===== src/rtl/kred_share_arbiter.sv =====
// Round-robin arbiter sharing one external K-2RED reducer between NREQ requesters,
// with bounded burst lock and id-tagged result return. Optional counters: KRED_SHARE_STATS_EN.
module kred_share_arbiter #(
  parameter int NREQ      = 4,
  parameter int ID_W      = 2,
  parameter int RED_LAT   = 2,
  parameter int BURST_MAX = 4
) (
  input  logic                 clk,
  input  logic                 rst_n,
  input  logic [NREQ-1:0]      req_valid,
  input  logic [NREQ-1:0]      req_lock,
  input  logic [NREQ*24-1:0]   req_data,
  output logic [NREQ-1:0]      req_ready,
  output logic [23:0]          red_in,
  input  logic [11:0]          red_res,
  output logic                 rsp_valid,
  output logic [ID_W-1:0]      rsp_id,
  output logic [11:0]          rsp_data,
  output logic                 busy
`ifdef KRED_SHARE_STATS_EN
  ,
  input  logic                 stat_clr,
  output logic [15:0]          stat_issued,
  output logic [15:0]          stat_stall
`endif
);

  localparam int BW = $clog2(BURST_MAX + 1);
  localparam logic [BW-1:0] BMAX = BW'(BURST_MAX);

  typedef struct packed {
    logic            v;
    logic [ID_W-1:0] id;
  } tag_t;

  logic [ID_W-1:0] rr_ptr;
  logic [ID_W-1:0] lock_owner;
  logic            lock_v;
  logic [BW-1:0]   burst_cnt;
  tag_t            tag_q [RED_LAT];

  logic            grant_any;
  logic [ID_W-1:0] grant_id;
  logic [ID_W-1:0] scan_idx;
  logic [NREQ-1:0] cand;
  logic [NREQ-1:0] owner_oh;
  logic            hold_lock;
  logic            tag_any;

  // Handshake: requester i transfers its operand in a cycle where req_valid[i] & req_ready[i];
  // req_ready is one-hot or zero and may depend combinationally on req_valid of that cycle.
  always_comb begin
    grant_any = 1'b0;
    grant_id  = '0;
    scan_idx  = '0;
    owner_oh  = NREQ'(1) << lock_owner;
    cand      = req_valid;
    hold_lock = lock_v && req_valid[lock_owner] && req_lock[lock_owner] && (burst_cnt < BMAX);
    // An exhausted burst rotates away from the owner unless it is the only one asking.
    if (lock_v && (burst_cnt >= BMAX) && ((req_valid & ~owner_oh) != '0))
      cand = req_valid & ~owner_oh;
    // Nothing is granted while reset is held.
    if (rst_n) begin
      if (hold_lock) begin
        grant_any = 1'b1;
        grant_id  = lock_owner;
      end else begin
        for (int k = 0; k < NREQ; k++) begin
          scan_idx = ID_W'((int'(rr_ptr) + k) % NREQ);
          if (!grant_any && cand[scan_idx]) begin
            grant_any = 1'b1;
            grant_id  = scan_idx;
          end
        end
      end
    end
  end

  assign req_ready = grant_any ? (NREQ'(1) << grant_id) : '0;
  assign red_in    = grant_any ? req_data[grant_id*24 +: 24] : 24'd0;

  always_ff @(posedge clk or negedge rst_n) begin
    if (!rst_n) begin
      rr_ptr     <= '0;
      lock_owner <= '0;
      lock_v     <= 1'b0;
      burst_cnt  <= '0;
    end else if (grant_any) begin
      rr_ptr <= (grant_id == ID_W'(NREQ - 1)) ? '0 : grant_id + ID_W'(1);
      if (req_lock[grant_id]) begin
        lock_v     <= 1'b1;
        lock_owner <= grant_id;
        if (lock_v && (lock_owner == grant_id) && (burst_cnt < BMAX))
          burst_cnt <= burst_cnt + BW'(1);
        else
          burst_cnt <= BW'(1);
      end else begin
        lock_v     <= 1'b0;
        lock_owner <= '0;
        burst_cnt  <= '0;
      end
    end else if (lock_v && !req_valid[lock_owner]) begin
      lock_v     <= 1'b0;
      lock_owner <= '0;
      burst_cnt  <= '0;
    end
  end

  // Last tag stage lines up with red_res for the operand it describes.
  always_ff @(posedge clk or negedge rst_n) begin
    if (!rst_n) begin
      for (int i = 0; i < RED_LAT; i++) tag_q[i] <= '0;
      rsp_valid <= 1'b0;
      rsp_id    <= '0;
      rsp_data  <= '0;
    end else begin
      tag_q[0] <= '{v: grant_any, id: grant_id};
      for (int i = 1; i < RED_LAT; i++) tag_q[i] <= tag_q[i-1];
      rsp_valid <= tag_q[RED_LAT-1].v;
      if (tag_q[RED_LAT-1].v) begin
        rsp_id   <= tag_q[RED_LAT-1].id;
        rsp_data <= red_res;
      end
    end
  end

  always_comb begin
    tag_any = 1'b0;
    for (int i = 0; i < RED_LAT; i++) tag_any = tag_any | tag_q[i].v;
  end

  assign busy = tag_any | rsp_valid;

`ifdef KRED_SHARE_STATS_EN
  logic stall_any;
  assign stall_any = (req_valid & ~req_ready) != '0;

  always_ff @(posedge clk or negedge rst_n) begin
    if (!rst_n) begin
      stat_issued <= '0;
      stat_stall  <= '0;
    end else if (stat_clr) begin
      stat_issued <= '0;
      stat_stall  <= '0;
    end else begin
      if (grant_any && stat_issued != 16'hFFFF) stat_issued <= stat_issued + 16'd1;
      if (stall_any && stat_stall != 16'hFFFF)  stat_stall  <= stat_stall + 16'd1;
    end
  end
`endif

endmodule


===== config.mk =====
export PLATFORM = sky130hd
export DESIGN_NAME = kred_share_arbiter
export DESIGN_NICKNAME = d
export VERILOG_FILES = /design/src/rtl/kred_share_arbiter.sv
export SDC_FILE = /design/constraint.sdc
export NUM_CORES = 1
export LEC_CHECK = 0
export BUFFER_PORTS_ARGS = -buffer_cell sky130_fd_sc_hd__buf_2
export CAP_MARGIN = 5
export CORE_MARGIN = 5
export CORE_UTILIZATION = 44
export DETAILED_ROUTE_END_ITERATION = 7
export MAX_ROUTING_LAYER = met4
export PLACE_DENSITY = 0.95
export SKIP_CTS_REPAIR_TIMING = 1
export SYNTH_ARGS = -nofsm -noshare
export SYNTH_HDL_FRONTEND = slang
export SYNTH_SLANG_ARGS = --single-unit

===== constraint.sdc =====
create_clock -name clk -period 7.9 [get_ports clk]
set_input_delay 1.185 -clock clk [delete_from_list [all_inputs] [get_ports clk]]
set_output_delay 1.185 -clock clk [all_outputs]
set_load 0.03 [all_outputs]

# == After elaboration in Yosys (flattened, before gate mapping) ==
# Cells that the tools add are included.
# totals
register_bits,29
input_bits,118
word_cells,97
# classes
n_addsub,5
mul,1
order_cmp,8
eq_ne,2
shift,3
n_mux,46
bitwise,4
reduce_logical,17
# ops
operator,count
variable part select 96 x 8 -> 24 bit,1
two-way mux 24 bit,1
two-way mux 1 bit,22
two-way mux 2 bit,10
"< comparator 2 x 3 -> 1 bit, second input constant",6
binary-select mux 1 bit (select 2 bit),7
two-way mux 3 bit,4
logical AND 1 bit,11
two-way mux 4 bit,2
"<< shifter 1 x 2 -> 4 bit, first input constant",2
"adder 2 x 1 -> 2 bit, second input constant",2
"adder 2 bit, second input constant",2
AND 4 bit,1
logical NOT 1 bit,4
"multiplier 2 x 2 -> 4 bit, second input constant",1
NOT 4 bit,1
nonzero test 4 bit,1
"adder 3 x 1 -> 3 bit, second input constant",1
"greater-or-equal comparator 3 bit, second input constant",1
"< comparator 3 bit, second input constant",1
equality test 2 bit,1
"equality test 2 bit, second input constant",1
bitwise OR 1 bit,2
nonzero test 2 bit,1

# == Longest topological paths before layout ==
# logic_depth
depth_word,32
mapped_depth,13
ltp_nobuf,10

# == Least setup slack after synthesis ==
# OpenSTA, ideal clock, no wires.
# synth_path
path_kind,input -> output
from,in req_valid[0]
to,out req_ready[3]
arrival_ns,3.224
required_ns,6.715
setup_slack_ns,3.491
stages,10
path_buffers,3
path_cell_list,buf_2 > mux4_2 > and3_1 > o31ai_1 > nand2_1 > buf_2 > buf_2 > inv_1 > ha_1 > and2_1
# synth_via
elab_chain_cells,26
word_cells_on_any_way,43
cone_classes,1 x shift; 30 x mux; 1 x bitwise; 11 x reduce/logical
# synth_rtl
element,line,text
"start, declared",11,"input logic [NREQ-1:0] req_valid,"
AND 4 bit,"61, 62",
nonzero test 4 bit,61,if (lock_v && (burst_cnt >= BMAX) && ((req_valid & ~owner_oh) != '0))
logical AND 1 bit,61,
two-way mux 4 bit,61,
binary-select mux 1 bit (select 2 bit),71,if (!grant_any && cand[scan_idx]) begin
two-way mux 1 bit (implied by the code),71,
two-way mux 1 bit,71,
two-way mux 1 bit,65,if (hold_lock) begin
(+11 left out),n/a,
logical NOT 1 bit,71,
logical AND 1 bit,71,
two-way mux 2 bit,71,
two-way mux 2 bit *,65,
two-way mux 2 bit *,64,if (rst_n) begin
named net grant_id[1],44,logic [ID_W-1:0] grant_id;
<< shifter 1 x 2 -> 4 bit *,80,assign req_ready = grant_any ? (NREQ'(1) << grant_id) : '0;
two-way mux 4 bit *,80,
"end, declared",14,"output logic [NREQ-1:0] req_ready,"
# The timed path passes the listed nets; every way through them passes the cells marked *. The select of a mux whose other input is x is not followed.

# == Final worst setup path ==
# layout_path
from,in req_valid[1]
to,out req_ready[3]
# The elaborated chain is that of the path after synthesis.

==> results.ini <==
[synthesis]
ys_seq_area_frac=0.327
synth.distinct_cells=43
synthTopCellsByArea=dfrtp_1, mux2i_1, mux2_2, o22ai_1, ha_1
synth_top_area_frac=0.327
syn_area_um2=2220
synth_nets=334
yosys.cell_count.top_type=mux2i_1
synth_edf_count=0
ys.flop_type=dfrtp_1
syn-instance-count=211
ys_top_cells_by_count=mux2i_1, dfrtp_1, o22ai_1, mux2_2, buf_2
ys_async_sr_fraction=1.00
yosysTopAreaCell=dfrtp_1
ys_ff_latch=29
ys_warn_count=0
syn_avg_cell_area_um2=10.5

[sta]
setup_violations=0
finalCriticalPeriod_ps=5030
fmax_ghz=0.199
slew_headroom=0.320
rsz0062_at_grt=no
post-route-period-util=0.636
drv_slew=0
worstMarginPinSlew_ps=1020
skew_ps=5.40
hold_viol_final=0
fin_tns_setup_ps=0

[clock_tree]
path_clk_slew_ps=60
cts.sink_count=29
cts_made_buffers=5
cts_tree=yes
h-tree-depth=2
cts_buffer_depth=2
cts-root-buf=clkbuf_8
clock_latency_ps=280

[floorplanning]
io_pins=162
dieArea_um2=6560
floorplan.initialDensity=0.461
core_um2=4820
placementRows=25
die_h_um=81.0
die_x_um=81.0

[global_route]
grt_use_total=0.223
grt_pass1_wl_um=11000
grt_pass1_vias=2473
grt_max_degree=56
grt-ovfl-total=0
antenna_found_initial=0

[critical_path]
cp.required_ps=6710
start_kind=primary input
critPathMaxFanout=30
arrival_ps=3840
critical_path_class=in -> out
cp-end-kind=primary output

[route]
dr.pass1.iters=4
drt_wl_total_um=7330
drt_iter0_drc=139
routed_via_density=5.47
ant_nets=0
num_vias=2345
wl_per_cell_um=17.1
drc=0

[final_layout]
utilization=0.649
syn2layout_area_growth_pct=40.9
fillers=396
final_layout_size_suffix_gt1_frac=0.522
nets=485
diodes=0

[run_status]
status=completed

[placed_design]
place_congestion=0.924
io_buffer_count=161
dpl.hpwl_um=5950

[power_and_ir_drop]
power_density_nw_per_um2=244
finalPower_mw=0.763
power_leakage_nw=1.56
worst_ir_drop_vdd_uv=127

[min_path]
hp-class=reg -> reg

[job]
maxCapViolCount=0

[power breakdown]
group	leakage, nW	total [mW]	switching (mW)	internal [mW]
clock	0.0540	0.145	0.0534	0.0914
sequential	0.358	0.209	0.0323	0.176
combinational	1.15	0.409	0.249	0.160
total	1.56	0.763	0.335	0.428
[placed cells by master, fill, tap and decap left out, types with 4 or more instances in the layout]
master / count
buf_2: 161
mux2i_1: 51
dfrtp_1: 29
o22ai_1: 24
mux2_2: 15
nand2_1: 6
o21ai_0: 5
ha_1: 5
clkbuf_8: 5
inv_1: 4
and2_1: 4
[cells by family after synthesis]
| family | count (synthesis) | synth area share |
|---|---|---|
| and+or+nand+nor | 29 | 0.0767 |
| AOI/OAI and AO/OA | 58 | 0.186 |
| muxes | 68 | 0.327 |
| adders and majority gates | 5 | 0.0282 |
| buffers and inverters | 22 | 0.0553 |
| DFF | 29 | 0.327 |
[state kept, by name (all words and copies together) (netlist names)]
signal	flops
tag_q	6
rsp_data	12
rr_ptr	2
lock_v	1
rsp_valid	1
rsp_id	2
burst_cnt	3
lock_owner	2
[per-stage QoR]
stage	cell area [um2]	cells	hold WS (ps)	setup WS (ps)
4_1_cts	3130	429	360	2850
5_1_grt	3130	429	367	2560
2_1_floorplan	2220	211	331	3490
6_report	3130	429	358	2870
3_3_place_gp	3020	422	334	2970
3_5_place_dp	3020	422	340	2860
[final timing paths]
kind | startpoint | end | cells after the start | slack, ps
setup / recovery | req_valid[1] | req_ready[3] | 10 | 2870
hold / removal | tag_q[4] | tag_q[1] | 0 | 360
setup reg to reg | lock_owner[0] | burst_cnt[2] | 8 | 4510
hold reg to reg | tag_q[4] | tag_q[1] | 0 | 360
max in group asynchronous | rst_n | tag_q[0] | 1 | 6470
min in group asynchronous | rst_n | rsp_data[3] | 1 | 970
[area by class of cell]
cell class              instances  area [um2]  share of cell area
clock buffers                   5        68.8              0.0220
clock inverters                 2        35.0              0.0112
inverters                       4        15.0             0.00480
multi-input cells             160        1380               0.443
flip-flops and latches         29         726               0.232
well taps                      67        83.8              0.0268
repair buffers                162         813               0.260
[routing by layer]
metal  track usage  wire length, um  vias to the layer above
met5             -                0                        -
met4        0.0811              201                        0
met3        0.0521              592                       19
met2         0.393             3790                      118
met1         0.244             2750                     1082
li1              -                -                     1126
[worst max-delay path, cell delays in order]
cell	delay, ps
buf_2	140
nor3_1	380
o2111ai_1	210
a31oi_1	250
o31ai_1	100
nand2_1	760
inv_1	220
ha_1	280
and2_1	130
buf_2	170
No activity file was read; power rests on OpenSTA's default activity.
